File: src/rtl/matrix_reader_if.sv
// Bundle of request, metadata, stream and BRAM read-port signals of the matrix reader.
interface matrix_reader_if #(
  parameter int DATA_WIDTH = 32,
  parameter int ADDR_WIDTH = 14
);
  logic                  read_request;
  logic [2:0]            matrix_id;
  logic                  read_ready;
  logic [7:0]            actual_rows;
  logic [7:0]            actual_cols;
  logic [7:0]            matrix_name [0:7];
  logic                  meta_valid;
  logic                  meta_error;
  logic [DATA_WIDTH-1:0] data_out;
  logic                  data_valid;
  logic                  data_ready;
  logic                  read_done;
  logic                  bram_rd_en;
  logic [ADDR_WIDTH-1:0] bram_addr;
  logic [DATA_WIDTH-1:0] bram_dout;

  // Reader side: issues BRAM reads, publishes metadata and the element stream.
  modport slave (
    input  read_request, matrix_id, data_ready, bram_dout,
    output read_ready, actual_rows, actual_cols, matrix_name, meta_valid, meta_error,
           data_out, data_valid, read_done, bram_rd_en, bram_addr
  );

  // Requester / consumer / BRAM side.
  modport master (
    output read_request, matrix_id, data_ready, bram_dout,
    input  read_ready, actual_rows, actual_cols, matrix_name, meta_valid, meta_error,
           data_out, data_valid, read_done, bram_rd_en, bram_addr
  );
endinterface

File: src/rtl/matrix_reader.sv
// Matrix block reader: fetches metadata (rows/cols, 8 name bytes) and then
// streams rows*cols data words from BRAM through a 2-entry output FIFO.

// Base address of a matrix block inside the BRAM.
module matrix_address_getter #(
  parameter int BLOCK_SIZE = 1152,
  parameter int ADDR_WIDTH = 14
) (
  input  logic [2:0]            matrix_id_i,
  output logic [ADDR_WIDTH-1:0] base_addr_o
);
  assign base_addr_o = ADDR_WIDTH'(32'(matrix_id_i) * 32'(BLOCK_SIZE));
endmodule

module matrix_reader #(
  parameter int BLOCK_SIZE = 1152,
  parameter int DATA_WIDTH = 32,
  parameter int ADDR_WIDTH = 14
) (
  input logic             clk,
  input logic             rst,
  matrix_reader_if.slave  bus
);
  localparam logic [15:0] MAX_ELEMS = 16'(BLOCK_SIZE - 3);

  typedef enum logic [2:0] {
    S_IDLE,
    S_META,
    S_META_WAIT,
    S_DATA,
    S_DONE
  } state_t;

  state_t                state_q;
  logic [ADDR_WIDTH-1:0] base_q;
  logic [1:0]            meta_idx_q;
  logic                  cap_meta_q;
  logic [1:0]            cap_idx_q;
  logic [7:0]            rows_q;
  logic [7:0]            cols_q;
  logic [7:0]            name_q [0:7];
  logic                  meta_valid_q;
  logic                  meta_error_q;
  logic [15:0]           issued_q;
  logic [15:0]           popped_q;
  logic                  inflight_q;
  logic [DATA_WIDTH-1:0] fifo_mem_q [0:1];
  logic                  fifo_wr_q;
  logic                  fifo_rd_q;
  logic [1:0]            fifo_cnt_q;
  logic                  read_done_q;

  logic [ADDR_WIDTH-1:0] base_w;
  logic [15:0]           total_w;
  logic                  pop_w;
  logic [2:0]            occ_w;
  logic                  issue_w;
  logic                  rd_en_w;
  logic [ADDR_WIDTH-1:0] rd_addr_w;

  matrix_address_getter #(
    .BLOCK_SIZE (BLOCK_SIZE),
    .ADDR_WIDTH (ADDR_WIDTH)
  ) u_addr (
    .matrix_id_i (bus.matrix_id),
    .base_addr_o (base_w)
  );

  // Element count is a full 16-bit product so oversized blocks are detected, not wrapped.
  assign total_w = 16'(rows_q) * 16'(cols_q);

  // Occupancy seen by the issue logic: stored words plus the word returning this cycle,
  // minus the one leaving now. Keeping it below 2 guarantees the FIFO never overflows.
  assign pop_w   = (state_q == S_DATA) && (fifo_cnt_q != 2'd0) && bus.data_ready;
  assign occ_w   = {1'b0, fifo_cnt_q} + {2'b0, inflight_q} - {2'b0, pop_w};
  assign issue_w = (state_q == S_DATA) && (issued_q < total_w) && (occ_w < 3'd2);

  // BRAM read strobe/address: three metadata reads, then flow-controlled data reads.
  always_comb begin
    rd_en_w   = 1'b0;
    rd_addr_w = '0;
    if (state_q == S_META) begin
      rd_en_w   = 1'b1;
      rd_addr_w = base_q + ADDR_WIDTH'(meta_idx_q);
    end else if (issue_w) begin
      rd_en_w   = 1'b1;
      rd_addr_w = base_q + ADDR_WIDTH'(3) + ADDR_WIDTH'(issued_q);
    end
  end

  assign bus.bram_rd_en  = rd_en_w;
  assign bus.bram_addr   = rd_addr_w;
  assign bus.read_ready  = (state_q == S_IDLE);
  assign bus.actual_rows = rows_q;
  assign bus.actual_cols = cols_q;
  assign bus.meta_valid  = meta_valid_q;
  assign bus.meta_error  = meta_error_q;
  assign bus.data_out    = fifo_mem_q[fifo_rd_q];
  assign bus.data_valid  = (state_q == S_DATA) && (fifo_cnt_q != 2'd0);
  assign bus.read_done   = read_done_q;

  for (genvar gi = 0; gi < 8; gi++) begin : g_name
    assign bus.matrix_name[gi] = name_q[gi];
  end

  // Control FSM, metadata capture and output FIFO.
  always_ff @(posedge clk) begin
    if (rst) begin
      state_q      <= S_IDLE;
      base_q       <= '0;
      meta_idx_q   <= '0;
      cap_meta_q   <= 1'b0;
      cap_idx_q    <= '0;
      rows_q       <= '0;
      cols_q       <= '0;
      meta_valid_q <= 1'b0;
      meta_error_q <= 1'b0;
      issued_q     <= '0;
      popped_q     <= '0;
      inflight_q   <= 1'b0;
      fifo_wr_q    <= 1'b0;
      fifo_rd_q    <= 1'b0;
      fifo_cnt_q   <= '0;
      read_done_q  <= 1'b0;
      for (int k = 0; k < 8; k++) name_q[k] <= '0;
      for (int k = 0; k < 2; k++) fifo_mem_q[k] <= '0;
    end else begin
      read_done_q <= 1'b0;
      cap_meta_q  <= 1'b0;
      inflight_q  <= 1'b0;

      // A metadata word arrives the cycle after its read.
      if (cap_meta_q) begin
        case (cap_idx_q)
          2'd0: begin
            rows_q <= bus.bram_dout[DATA_WIDTH-1 -: 8];
            cols_q <= bus.bram_dout[DATA_WIDTH-9 -: 8];
          end
          2'd1: for (int k = 0; k < 4; k++) name_q[k] <= bus.bram_dout[DATA_WIDTH-1-8*k -: 8];
          default: for (int k = 0; k < 4; k++) name_q[k+4] <= bus.bram_dout[DATA_WIDTH-1-8*k -: 8];
        endcase
      end

      case (state_q)
        S_IDLE: begin
          if (bus.read_request) begin
            base_q       <= base_w;
            meta_valid_q <= 1'b0;
            meta_error_q <= 1'b0;
            meta_idx_q   <= '0;
            issued_q     <= '0;
            popped_q     <= '0;
            fifo_wr_q    <= 1'b0;
            fifo_rd_q    <= 1'b0;
            fifo_cnt_q   <= '0;
            state_q      <= S_META;
          end
        end
        S_META: begin
          cap_meta_q <= 1'b1;
          cap_idx_q  <= meta_idx_q;
          meta_idx_q <= meta_idx_q + 2'd1;
          if (meta_idx_q == 2'd2) state_q <= S_META_WAIT;
        end
        S_META_WAIT: begin
          meta_valid_q <= 1'b1;
          if (total_w > MAX_ELEMS) begin
            meta_error_q <= 1'b1;
            read_done_q  <= 1'b1;
            state_q      <= S_DONE;
          end else if (total_w == 16'd0) begin
            read_done_q <= 1'b1;
            state_q     <= S_DONE;
          end else begin
            state_q <= S_DATA;
          end
        end
        S_DATA: begin
          inflight_q <= issue_w;
          if (issue_w) issued_q <= issued_q + 16'd1;
          if (inflight_q) begin
            fifo_mem_q[fifo_wr_q] <= bus.bram_dout;
            fifo_wr_q             <= ~fifo_wr_q;
          end
          fifo_cnt_q <= fifo_cnt_q + {1'b0, inflight_q} - {1'b0, pop_w};
          if (pop_w) begin
            fifo_rd_q <= ~fifo_rd_q;
            popped_q  <= popped_q + 16'd1;
            if (popped_q == total_w - 16'd1) begin
              read_done_q <= 1'b1;
              state_q     <= S_DONE;
            end
          end
        end
        S_DONE: state_q <= S_IDLE;
        default: state_q <= S_IDLE;
      endcase
    end
  end
endmodule

File: src/flat_wrapper.sv
// flat-port wrapper written by rule: the top's interface ports become plain ports
module matrix_reader_flat 
#(
  parameter int BLOCK_SIZE = 1152,
  parameter int DATA_WIDTH = 32,
  parameter int ADDR_WIDTH = 14
)
  (clk, rst, bus_read_request, bus_matrix_id, bus_data_ready, bus_bram_dout, bus_read_ready, bus_actual_rows, bus_actual_cols, bus_matrix_name, bus_meta_valid, bus_meta_error, bus_data_out, bus_data_valid, bus_read_done, bus_bram_rd_en, bus_bram_addr);
  matrix_reader_if #(.DATA_WIDTH(DATA_WIDTH), .ADDR_WIDTH(ADDR_WIDTH)) bus_i ();
  input logic clk;
  input logic rst;
  input wire logic [$bits(bus_i.read_request)-1:0] bus_read_request;
  input wire logic [$bits(bus_i.matrix_id)-1:0] bus_matrix_id;
  input wire logic [$bits(bus_i.data_ready)-1:0] bus_data_ready;
  input wire logic [$bits(bus_i.bram_dout)-1:0] bus_bram_dout;
  output wire logic [$bits(bus_i.read_ready)-1:0] bus_read_ready;
  output wire logic [$bits(bus_i.actual_rows)-1:0] bus_actual_rows;
  output wire logic [$bits(bus_i.actual_cols)-1:0] bus_actual_cols;
  output wire logic [$bits(bus_i.matrix_name)-1:0] bus_matrix_name;
  output wire logic [$bits(bus_i.meta_valid)-1:0] bus_meta_valid;
  output wire logic [$bits(bus_i.meta_error)-1:0] bus_meta_error;
  output wire logic [$bits(bus_i.data_out)-1:0] bus_data_out;
  output wire logic [$bits(bus_i.data_valid)-1:0] bus_data_valid;
  output wire logic [$bits(bus_i.read_done)-1:0] bus_read_done;
  output wire logic [$bits(bus_i.bram_rd_en)-1:0] bus_bram_rd_en;
  output wire logic [$bits(bus_i.bram_addr)-1:0] bus_bram_addr;
  assign bus_i.read_request = bus_read_request;
  assign bus_i.matrix_id = bus_matrix_id;
  assign bus_i.data_ready = bus_data_ready;
  assign bus_i.bram_dout = bus_bram_dout;
  assign bus_read_ready = bus_i.read_ready;
  assign bus_actual_rows = bus_i.actual_rows;
  assign bus_actual_cols = bus_i.actual_cols;
  assign bus_matrix_name = {>>{bus_i.matrix_name}};
  assign bus_meta_valid = bus_i.meta_valid;
  assign bus_meta_error = bus_i.meta_error;
  assign bus_data_out = bus_i.data_out;
  assign bus_data_valid = bus_i.data_valid;
  assign bus_read_done = bus_i.read_done;
  assign bus_bram_rd_en = bus_i.bram_rd_en;
  assign bus_bram_addr = bus_i.bram_addr;
  matrix_reader #(.BLOCK_SIZE(BLOCK_SIZE), .DATA_WIDTH(DATA_WIDTH), .ADDR_WIDTH(ADDR_WIDTH)) u_core (.clk(clk), .rst(rst), .bus(bus_i));
endmodule
File: config.mk
export PLATFORM = sky130hd
export DESIGN_NAME = matrix_reader_flat
export DESIGN_NICKNAME = d
export VERILOG_FILES = /design/src/rtl/matrix_reader_if.sv /design/src/rtl/matrix_reader.sv /design/src/flat_wrapper.sv
export SDC_FILE = /design/constraint.sdc
export NUM_CORES = 1
export LEC_CHECK = 0
export ABC_AREA = 0
export CORE_MARGIN = 2
export CORE_UTILIZATION = 50
export DETAILED_ROUTE_END_ITERATION = 12
export PLACE_DENSITY = 0.75
export SLEW_MARGIN = 20
export SYNTH_ARGS = -nofsm -noshare
export SYNTH_HDL_FRONTEND = slang
export SYNTH_HIERARCHICAL = 1
export SYNTH_SLANG_ARGS = --single-unit
export TNS_END_PERCENT = 30
File: constraint.sdc
create_clock -name clk -period 6.53 [get_ports clk]
set_input_delay 0.653 -clock clk [delete_from_list [all_inputs] [get_ports clk]]
set_output_delay 0.653 -clock clk [all_outputs]
set_load 0.02 [all_outputs]
==> results.md, run 1 <==
* Status: finished with violations
* Failing checks: negative setup slack
* Synth top area cells: edfxtp_1, dfxtp_1, and2_1
* Vias in the first global route at 9985
* Inserted Clock Buffers at 22
* Fin crit share at 1.054
* Post-synthesis instance total at 1271
* Top Metal Used: met4
* Synth Flop Type: edfxtp_1
* Ys Warns at 6
* DIE HEIGHT at 164.7 um
* Clock power share at 0.407
* Worst EP required at 5.88 ns
* Nets at 1680
* Startpoint types: register
* Cell Int Power at 2426 uW
* Antenna cells at 0
* Worst relative slew slack at 0.2938
* Syn_area_per_cell at 10.15 um^2
* HP Start: u_core/bus.meta_valid
* Core Area at 25250 um^2
* Final hold violations at 0
* DIE AREA at 27110 um^2
* FMAX at 145.2 MHz
* Synthesized flop and latch total at 207
* RSZ-0062 raised after global routing: yes
* CTS Hold Bufs at 0
* CP Max Fanout at 7
* Post-synth top area cell: edfxtp_1
* CTS Root Buffer Type: clkbuf_16
* Crit path time final at 6.886 ns
* R2R Path Start: u_core/bus.actual_cols[7]
* Vias/cell at 5.373
* Psw at 789.6 uW
* DRT iter0 DRCs at 622
* Final TNS setup at -4.652 ns
* Ratio of cells with drive above 1 in the final layout at 0.1941
* P_leak at 0.006918 uW
* Critical Path Sink Type: output pin
* GRT Total Usage at 0.2362
* Die W at 164.7 um
* Routability cong. at 0.9202
* Yosys cell types at 70
* Overall power at 3215 uW
* Routed WL per cell at 16.99 um
* WS Path Type: register to output pin
* Async SR Flop Fraction at 0
* DRC viols at 0
* WP data arrival at 6.23 ns
* Final design utilization at 0.6708
* Worst vdd ir at 0.0001812 V
* Setup slack after layout at -0.3559 ns
* Initial antenna violation count at 1
* Launch point of the worst path: u_core/bus.actual_cols[7]
* 1st-pass router iterations at 7
* Reg power frac at 0.453
* Skew final at 0.01882 ns
* Std cell rows at 58
* Ports at 171
* Share of the synthesized area in the top cell type at 0.2978
* Setup-failing EPs final at 15
* Post-synth EDFFs at 128
* PD cells at 189.8 nW/um^2
* Total Wirelength at 31680 um
* Cell area after synthesis at 12910 um^2
* CTS sink cnt at 207
* Clock buffer depth at 3
* Largest net degree at the start of global routing at 67
* Worst Max-Slew Pin Slew at 1.058 ns
* Sequential area share after synthesis at 0.4204
* CTS tree: yes
* Max Cap Viol at 0
* Worst skew pair latency at 0.52 ns
* H-tree depth at 1
* Comb power frac at 0.140
* Area Overhead vs Synth at 31.26%
* Metal3 WL at 1697 um
* Routed via count at 10.02k
* First-pass GRT wire length at 51480 um
* Wl on met1 at 13800 um
* Min-delay worst type: register to register
* Final Slew Violations at 0
* Post-DP HPWL at 23080 um
* PortBufs at 170
* Switching part of the total at 0.2456
* Worst-path clk slew at 0.07 ns
* Starting Density at 0.5110
* Total grt overflow at 0
* Metal2 WL at 15510 um
* Routed Antenna Nets at 0
kinds of logic (layout without fill, tap and decap cells):
logic type | count (synthesis) | count (layout) | synth area share
AOI/OAI and AO/OA | 199 | 199 | 0.1091
buffers and inverters | 156 | 413 | 0.04973
xor gates and xnor gates | 66 | 66 | 0.04780
adders and majority gates | 123 | 123 | 0.1417
other | 1 | 8 | 0.0002906
and+or+nand+nor | 481 | 481 | 0.1982
muxes | 38 | 38 | 0.03287
DFF | 207 | 207 | 0.4204
cell type report:
type / count / area [um^2]
repair buffers: 280 / 2576
inverters: 93 / 351.6
fillers: 1929 / 8314
well taps: 330 / 412.9
flip-flops and latches: 207 / 5466
multi-input cells: 915 / 7366
clock inverters: 10 / 136.4
clock buffers: 30 / 630.6
layer usage:
layer  vias to the layer above  global-route usage
li1                       4916                   -
met1                      4762              0.3112
met2                       288              0.4131
met3                        54             0.03014
met4                         0             0.06047
met5                         -                   0
cell usage after synthesis, types with 4 or more instances:
cell type  instances
nand2_1          131
or4_1              5
buf_4             14
and3_1            10
nor3b_1            5
o21ai_0           23
nor2_1            53
a21o_1             8
nand4_1           13
a2111o_1          10
a21oi_1           70
ha_1              83
fa_1              39
buf_1              9
dfxtp_1           79
a211oi_1          10
edfxtp_1         128
o22ai_1           17
mux2_2            35
nor2b_1           23
xor2_1            25
nand3b_1           4
o2111ai_1         10
o211ai_1           5
nand3_1           27
clkbuf_1          37
xnor2_1           38
and2_1           173
nor3_1            11
o31ai_1            4
or3_1              5
a311oi_1           4
inv_1             93
critical path, stage by stage (launching register included):
cell and delay, ns:
dfxtp_4 0.36, buf_4 0.16, and2_1 0.18, fa_1 0.53, inv_1 0.06, fa_1 0.53, inv_1 0.06, fa_1 0.50
ha_1 0.33, ha_4 0.26, buf_4 0.15, nand2_1 0.09, o21ai_1 0.08, and2_1 0.18, nor4_4 0.32, inv_2 0.10
ha_4 0.29, nand3_4 0.08, o22ai_4 0.16, a2111oi_2 0.06, a21o_1 0.19, maj3_2 0.33, o21ai_4 0.23, buf_6 0.23
o22ai_4 0.08, buf_6 0.17
repair_timing:
item / CTS / global route
gates resized for setup: 126 / 27
cloned: 2 / 0
buffers inserted: 13 / 4
pin swaps: 37 / 17
setup endpoints to repair: 16 / 23
cell usage in the layout, fill, tap and decap left out, types with 20 or more instances in the layout:
master and count:
buf_4 104, nor2b_1 23, nand3_1 26, xor2_1 25, edfxtp_1 128, clkdlybuf4s50_1 154, dfxtp_1 66, clkbuf_16 22
a21oi_1 65, nor2_1 52, inv_1 88, ha_1 74, mux2_2 34, fa_1 36, o21ai_0 20, xnor2_1 37
and2_1 166, nand2_1 125
worst paths after layout:
| kind | end | slack, ns | depth (start not counted) |
|---|---|---|---|
| worst max-delay path | bus_bram_addr[2] | -0.36 | 25 |
| worst max register to register | u_core/issued_q[7] | 0.16 | 24 |
| worst min register to register | u_core/bus.meta_valid | 0.47 | 2 |
| worst min-delay path | u_core/bus.meta_valid | 0.47 | 2 |
power groups by stage:
stage                     combinational [uW]  clock, uW  sequential (uW)
after floorplan                          227          0             1510
after detailed placement                 436          0             1490
after global placement                   432          0             1480
after global routing                     486       1380             1460
after CTS                                447       1330             1460
final                                    451       1310             1460
state kept, by name, summed over array words and instances (netlist names), named ones only:
| name | flops |
|---|---|
| u_core/cap_meta_q | 1 |
| u_core/base_q | 14 |
| u_core/state_q | 3 |
| u_core/popped_q | 16 |
| u_core/bus.actual_cols | 8 |
| u_core/cap_idx_q | 2 |
| u_core/bus.actual_rows | 8 |
| u_core/meta_idx_q | 2 |
| u_core/fifo_wr_q | 1 |
| u_core/bus.meta_error | 1 |
| u_core/bus.read_done | 1 |
| u_core/fifo_mem_q | 64 |
| u_core/bus.meta_valid | 1 |
| u_core/name_q | 64 |
| u_core/inflight_q | 1 |
| u_core/issued_q | 16 |
| u_core/fifo_rd_q | 1 |
| u_core/fifo_cnt_q | 2 |
through the flow:
| stage | hold WS (ns) | cell area, um^2 | setup slack [ns] | instances |
|---|---|---|---|---|
| 5_1_grt | 0.4937 | 16940 | -0.5684 | 1865 |
| 3_3_place_gp | 0.4477 | 15720 | -0.4363 | 1807 |
| 4_1_cts | 0.4705 | 16820 | -0.4530 | 1862 |
| 3_5_place_dp | 0.4623 | 15720 | -0.5861 | 1807 |
| 6_report | 0.4689 | 16940 | -0.3559 | 1865 |
| 2_1_floorplan | 0.4536 | 13220 | 0.007862 | 1278 |
No activity file was read; power rests on OpenSTA's default activity.
==> inputs of run 2 (changes only) <==
--- a/config.mk
+++ b/config.mk
@@ -8,7 +8,9 @@
 export ABC_AREA = 0
 export CORE_MARGIN = 2
 export CORE_UTILIZATION = 50
+export CTS_CLUSTER_DIAMETER = 60
 export DETAILED_ROUTE_END_ITERATION = 12
+export GPL_ROUTABILITY_DRIVEN = 0
 export PLACE_DENSITY = 0.75
 export SLEW_MARGIN = 20
 export SYNTH_ARGS = -nofsm -noshare
==> run 2 against run 1 <==
  * The flow still finishes with violations (negative setup slack)
  * Fmax decreased by 0.73%
  * Clock power decreased by 3%
  * Routed wire length about the same
  * Global-route usage about the same
  * Critical endpoint is now bus_bram_addr[10]
  * Critical path depth increased by 1
  * Combinational power about the same
  * Utilization decreased by 0.079 points
  * Flip-flop and latch count unchanged
==> results.md, run 2 (synthesis results as in run 1) <==
* Biggest regs: u_core/fifo_mem_q: 64 flops, u_core/name_q: 64 flops
* Reg2reg path depth at 25 (+4.2%)
* Startpoint types: register
* Vias/cell at 5.405 (+0.60%)
* Skew final at 0.02952 ns (+0.01070 ns)
* PD cells at 187.8 nW/um^2 (-1.1%)
* CTS Root Buffer Type: clkbuf_16
* Overall power at 3177 uW (-1.2%)
* Die W at 164.7 um (unchanged)
* Cell Int Power at 2356 uW (-2.9%)
* Most frequent cells in the layout: and2_1, clkdlybuf4s50_1, edfxtp_1
* CTS Hold Bufs at 0 (unchanged)
* Non-filler instance count after layout at 1863 (-0.11%)
* WP data arrival at 6.28 ns (+0.05 ns)
* P_leak at 0.006895 uW (-0.33%)
* WHS Path Cells at 2 (unchanged)
* Routed via count at 10.07k (+0.49%)
* Worst-path clk slew at 0.06 ns (about the same)
* Failing checks: negative setup slack
* CTS sink cnt at 207 (unchanged)
* DIE AREA at 27110 um^2 (unchanged)
* DRT iter0 DRCs at 817 (+31%)
* H-tree depth at 1 (unchanged)
* Setup-failing EPs final at 15 (unchanged)
* Clock buffer depth at 3 (unchanged)
* Final hold violations at 0 (unchanged)
* Post-DP HPWL at 23240 um (+0.68%)
* Final Slew Violations at 0 (unchanged)
* Reg power frac at 0.458 (+0.005)
* Ports at 171 (unchanged)
* Crit path time final at 6.937 ns (+0.05076 ns)
* 1st-pass router iterations at 7 (unchanged)
* Fin crit share at 1.062 (+0.007774)
* Switching part of the total at 0.2585 (+0.01291)
* Total Wirelength at 31690 um (about the same)
* Max Cap Viol at 0 (unchanged)
* Worst Max-Slew Pin Slew at 1.058 ns (+0.00006640 ns)
* Nets at 1676 (-0.24%)
* Clock power share at 0.400 (-0.007)
* Area Overhead vs Synth at 31.10%
* Critical R2R Capture: u_core/issued_q[7]
* DRC viols at 0 (unchanged)
* Worst skew pair latency at 0.54 ns (+0.02 ns)
* FMAX at 144.2 MHz (-0.73%)
* Comb power frac at 0.141 (about the same)
* Hold path endpoint: u_core/bus.meta_valid
* Min-delay worst type: register to register
* Worst relative slew slack at 0.2945 (+0.0007150)
* Total grt overflow at 0 (unchanged)
* Vias in the first global route at 10.13k (+1.4%)
* Smallest hold slack at 0.4528 ns (-0.01612 ns)
* Most common cell after layout, fill and taps aside: and2_1
* CTS tree: yes
* Psw at 821.2 uW (+4.0%)
* Initial antenna violation count at 0 (-1)
* Routed WL per cell at 17.01 um (+0.12%)
* HP Start: u_core/bus.meta_valid
* Placed Instances at 1806 (-0.055%)
* PortBufs at 170 (unchanged)
* Final design utilization at 0.6700 (-0.0007930)
* Worst EP required at 5.88 ns (about the same)
* RSZ-0062 raised after global routing: yes
* First-pass GRT wire length at 51470 um (about the same)
* Std cell rows at 58 (unchanged)
* Antenna cells at 0 (unchanged)
* Routed Antenna Nets at 0 (unchanged)
* CP Max Fanout at 6 (-1)
* Ratio of cells with drive above 1 in the final layout at 0.1846 (-0.009531)
* R2R Path Start: u_core/bus.actual_cols[2]
* Filler cells at 1871 (-3.0%)
* Status: finished with violations
* Starting Density at 0.5110 (unchanged)
* WS Path Type: register to output pin
* DIE HEIGHT at 164.7 um (unchanged)
* Setup slack after layout at -0.4066 ns (-0.05076 ns)
* Reg2Reg Setup Slack at 0.20 ns (+0.04 ns)
* Inserted Clock Buffers at 24 (+9.1%)
* Core Area at 25250 um^2 (unchanged)
* Critical Path Sink Type: output pin
* Place WS at -0.5401 ns (+0.04597 ns)
* Largest net degree at the start of global routing at 68 (+1.5%)
* Worst vdd ir at 0.0001871 V (+3.3%)
* GRT Total Usage at 0.2366 (+0.0003785)
==> run 2: cell types whose count changed in the layout (fill, tap and decap cells not counted), moves of 3 or more <==
cell	change
a21oi_2	-4
and2_1	+4
clkinv_4	+3
clkbuf_8	-5
buf_4	-9
and2_4	-4
clkinv_1	+5
clkinv_2	-3
==> run 2: cell type report <==
cell class / count / area [um^2] / share of cell area
well taps: 330 / 412.9 / 0.02440
clock buffers: 28 / 615.6 / 0.03638
flip-flops and latches: 207 / 5461 / 0.3228
multi-input cells: 915 / 7368 / 0.4355
clock inverters: 16 / 150.1 / 0.008874
repair buffers: 274 / 2560 / 0.1513
inverters: 93 / 351.6 / 0.02078
==> run 2: power by group through the flow <==
stage                     registers [uW]  logic [uW]  clock network, uW
final                               1460         449               1270
after detailed placement            1490         435                  0
after global placement              1480         430                  0
after CTS                           1460         445               1290
after floorplan                     1510         227                  0
after global routing                1460         485               1360
==> run 2: critical path, stage by stage (launching register included) <==
cell and delay (ns):
dfxtp_4 0.38, buf_6 0.11, nand2_4 0.04, fa_1 0.46, fa_1 0.52, inv_1 0.05, fa_1 0.50, inv_2 0.05
fa_1 0.53, inv_2 0.05, ha_4 0.22, a21o_1 0.19, a221oi_4 0.32, mux2_4 0.35, nand2_4 0.08, inv_4 0.04
ha_4 0.29, nand3_4 0.10, o22ai_4 0.20, a2111oi_4 0.07, a21o_1 0.16, maj3_2 0.32, o21ai_4 0.19, buf_12 0.14
buf_12 0.13, o22ai_4 0.06, buf_2 0.19
==> run 2: worst max path at each step <==
stage,from,to,slack [ns]
2_1_floorplan,u_core/bus.actual_cols[7],bus_bram_addr[10],0.008
3_3_place_gp,u_core/bus.actual_rows[2],bus_bram_addr[4],-0.42
3_5_place_dp,u_core/bus.actual_rows[2],bus_bram_addr[4],-0.54
4_1_cts,u_core/bus.actual_cols[2],bus_bram_addr[0],-0.46
5_1_grt,u_core/bus.actual_cols[2],bus_bram_addr[10],-0.60
6_report,u_core/bus.actual_cols[2],bus_bram_addr[10],-0.41
==> run 2: per-stage QoR <==
| step | TNS, ns | area [um^2] |
|---|---|---|
| floorplan | 0 | 13220 |
| global placement | -5.349 | 15720 |
| detailed placement | -7.196 | 15720 |
| CTS | -5.681 | 16840 |
| global route | -8.503 | 16920 |
| finish | -5.538 | 16920 |
==> run 2: what timing repair did <==
| item | 4_1_cts | 5_1_grt |
|---|---|---|
| buffers inserted | 10 | 2 |
| gates resized for setup | 133 | 11 |
| cloned | 1 | 0 |
| pin swaps | 30 | 13 |
| endpoints found under the setup margin | 16 | 22 |
==> run 2: layer usage <==
| metal | wire, um | global-route usage | up-vias |
|---|---|---|---|
| met2 | 15600 | 0.4176 | 281 |
| met1 | 13700 | 0.3099 | 4842 |
| met4 | 690 | 0.05968 | 0 |
| met5 | 0 | 0 | - |
| met3 | 1692 | 0.02813 | 47 |
| li1 | - | - | 4899 |
==> inputs of run 3 (changes only) <==
--- a/config.mk
+++ b/config.mk
@@ -8,7 +8,7 @@
 export ABC_AREA = 0
 export CORE_MARGIN = 2
 export CORE_UTILIZATION = 50
-export CTS_CLUSTER_DIAMETER = 60
+export CTS_CLUSTER_DIAMETER = 40
 export DETAILED_ROUTE_END_ITERATION = 12
 export GPL_ROUTABILITY_DRIVEN = 0
 export PLACE_DENSITY = 0.75
==> run 3 against run 2 <==
  * The flow still finishes with violations (negative setup slack)
  * Flip-flop and latch count did not move
  * Total power rose by 4.7%
  * Critical endpoint is now bus_bram_addr[1]
  * Fmax about the same
  * Clock skew grew 0.025 ns
  * Clock-buffer cell count is 2 higher
  * Critical path depth unchanged
  * First-iteration DRC count decreased by 17%
  * Worst hold slack better by 0.00078 ns
  * Worst setup slack got worse by 0.0015 ns
  * Sequential share of layout area decreased by 0.25 points
  * Sequential power about the same
==> results.md, run 3 (synthesis results as in run 1) <==
* CTS Hold Bufs at 0 (unchanged)
* Std cell rows at 58 (unchanged)
* Post-DP HPWL at 23240 um (unchanged)
* Failing checks: negative setup slack
* Startpoint types: register
* Min-delay worst type: register to register
* CTS Root Buffer Type: clkbuf_16
* Antenna cells at 0 (unchanged)
* Inserted Clock Buffers at 28 (+17%)
* Overall power at 3327 uW (+4.7%)
* WP data arrival at 6.29 ns (about the same)
* FMAX at 144.1 MHz (about the same)
* Die W at 164.7 um (unchanged)
* RSZ-0062 raised after global routing: yes
* P_leak at 0.006942 uW (+0.68%)
* Vias/cell at 5.414 (+0.16%)
* DRC viols at 0 (unchanged)
* Initial antenna violation count at 0 (unchanged)
* Fin crit share at 1.063 (about the same)
* Largest net degree at the start of global routing at 68 (unchanged)
* Place WS at -0.5401 ns (unchanged)
* DRT iter0 DRCs at 680 (-17%)
* Psw at 887.2 uW (+8.0%)
* R2R Path Start: u_core/bus.actual_cols[2]
* Worst-path clk slew at 0.06 ns (about the same)
* CP Max Fanout at 6 (unchanged)
* Setup slack after layout at -0.4081 ns (-0.001521 ns)
* CTS tree: yes
* Launch point of the worst path: u_core/bus.actual_cols[2]
* Most common cell after layout, fill and taps aside: and2_1
* Clock buffer depth at 3 (unchanged)
* PortBufs at 170 (unchanged)
* Core Area at 25250 um^2 (unchanged)
* HP Start: u_core/bus.meta_valid
* DIE AREA at 27110 um^2 (unchanged)
* Starting Density at 0.5110 (unchanged)
* Finished Cell Area at 17040 um^2 (+0.69%)
* Total grt overflow at 0 (unchanged)
* Worst skew pair latency at 0.57 ns (+0.03 ns)
* WS Path Type: register to output pin
* 1st-pass router iterations at 5 (-2)
* Vias in the first global route at 10.18k (+0.57%)
* Routed via count at 10.12k (+0.49%)
* Status: finished with violations
* Switching part of the total at 0.2667 (+0.008200)
* Routed WL per cell at 17.02 um (about the same)
* Setup-failing EPs final at 15 (unchanged)
* Comb power frac at 0.135 (-0.006)
* Dpl cell area at 15720 um^2 (unchanged)
* Nets at 1680 (+0.24%)
* Area Overhead vs Synth at 32.00%
* Reg power frac at 0.438 (-0.020)
* Clock power share at 0.427 (+0.027)
* Ratio of cells with drive above 1 in the final layout at 0.1878 (+0.003179)
* Final Slew Violations at 0 (unchanged)
* CTS sink cnt at 207 (unchanged)
* Most frequent cells in the layout: and2_1, clkdlybuf4s50_1, edfxtp_1
* Max Cap Viol at 0 (unchanged)
* Total Wirelength at 31810 um (+0.37%)
* Crit path time final at 6.938 ns (+0.001521 ns)
* H-tree depth at 1 (unchanged)
* First-pass GRT wire length at 51470 um (unchanged)
* Final TNS setup at -5.548 ns (-0.01034 ns)
* Worst vdd ir at 0.0001822 V (-2.6%)
* Reg2Reg Setup Slack at 0.23 ns (+0.03 ns)
* Final hold violations at 0 (unchanged)
* Biggest regs: u_core/fifo_mem_q: 64 flops, u_core/name_q: 64 flops
* Cell Int Power at 2440 uW (+3.6%)
* Critical Path Sink Type: output pin
* Ports at 171 (unchanged)
* Routed Antenna Nets at 0 (unchanged)
* Worst EP required at 5.88 ns (about the same)
* Worst Max-Slew Pin Slew at 1.038 ns (-0.02043 ns)
* PD cells at 195.3 nW/um^2 (+4.0%)
* GRT Total Usage at 0.2364 (about the same)
* Skew final at 0.05439 ns (+0.02487 ns)
* Worst relative slew slack at 0.3051 (+0.01059)
* DIE HEIGHT at 164.7 um (unchanged)
* Smallest hold slack at 0.4535 ns (+0.0007780 ns)
==> run 3: worst paths after layout <==
| kind | depth (start not counted) | endpoint |
|---|---|---|
| worst max-delay path | 26 | bus_bram_addr[1] |
| worst min-delay path | 2 | u_core/bus.meta_valid |
| worst min register to register | 2 | u_core/bus.meta_valid |
| worst max register to register | 27 | u_core/issued_q[7] |
==> run 3: critical path, cell delays in order, from the launching register on <==
cell       delay, ns
dfxtp_4         0.38
buf_6           0.11
nand2_4         0.04
fa_1            0.47
fa_1            0.55
inv_1           0.05
fa_1            0.49
inv_1           0.06
fa_1            0.51
inv_2           0.05
ha_4            0.22
a21o_1          0.19
a221oi_4        0.32
mux2_4          0.35
nand2_4         0.08
inv_4           0.04
ha_4            0.29
nand3_4         0.10
o22ai_4         0.20
a2111oi_4       0.07
a21o_1          0.16
maj3_2          0.33
o21ai_4         0.17
buf_4           0.15
buf_12          0.13
o22ai_2         0.08
buf_6           0.17
==> run 3: metal layers <==
| metal | track usage | share of wire | up-vias |
|---|---|---|---|
| met2 | 0.4171 | 0.49 | 280 |
| met3 | 0.03340 | 0.055 | 52 |
| met5 | 0 | 0 | - |
| met4 | 0.05731 | 0.022 | 0 |
| met1 | 0.3074 | 0.43 | 4872 |
| li1 | - | - | 4914 |
==> run 3: cell type report <==
type / count / area (um^2)
clock inverter: 20 / 190.2
tap: 330 / 412.9
timing repair buffer: 274 / 2550
multi-input combinational: 915 / 7367
clock buffer: 30 / 708.2
inverter: 93 / 351.6
sequential: 207 / 5456
fill: 1837 / 8218
==> run 3: power by group through the flow <==
stage          combinational, uW  sequential, uW  clock [uW]
3_5_place_dp                 435            1490           0
5_1_grt                      484            1460        1510
3_3_place_gp                 430            1480           0
4_1_cts                      445            1460        1440
2_1_floorplan                227            1510           0
6_report                     448            1460        1420
==> run 3: repair_timing <==
action / 4_1_cts / 5_1_grt
gates resized for setup: 125 / 15
pin swaps: 27 / 9
gates cloned: 1 / 0
setup endpoints to repair: 16 / 22
endpoints found under the hold margin: 0 / 0
setup buffers: 11 / 2
==> run 3: through the flow <==
step / util / std cells
finish: 0.6746 / 1869
global route: 0.6746 / 1869
CTS: 0.6709 / 1868
detailed placement: 0.6226 / 1806
global placement: 0.6226 / 1806
floorplan: - / 1278
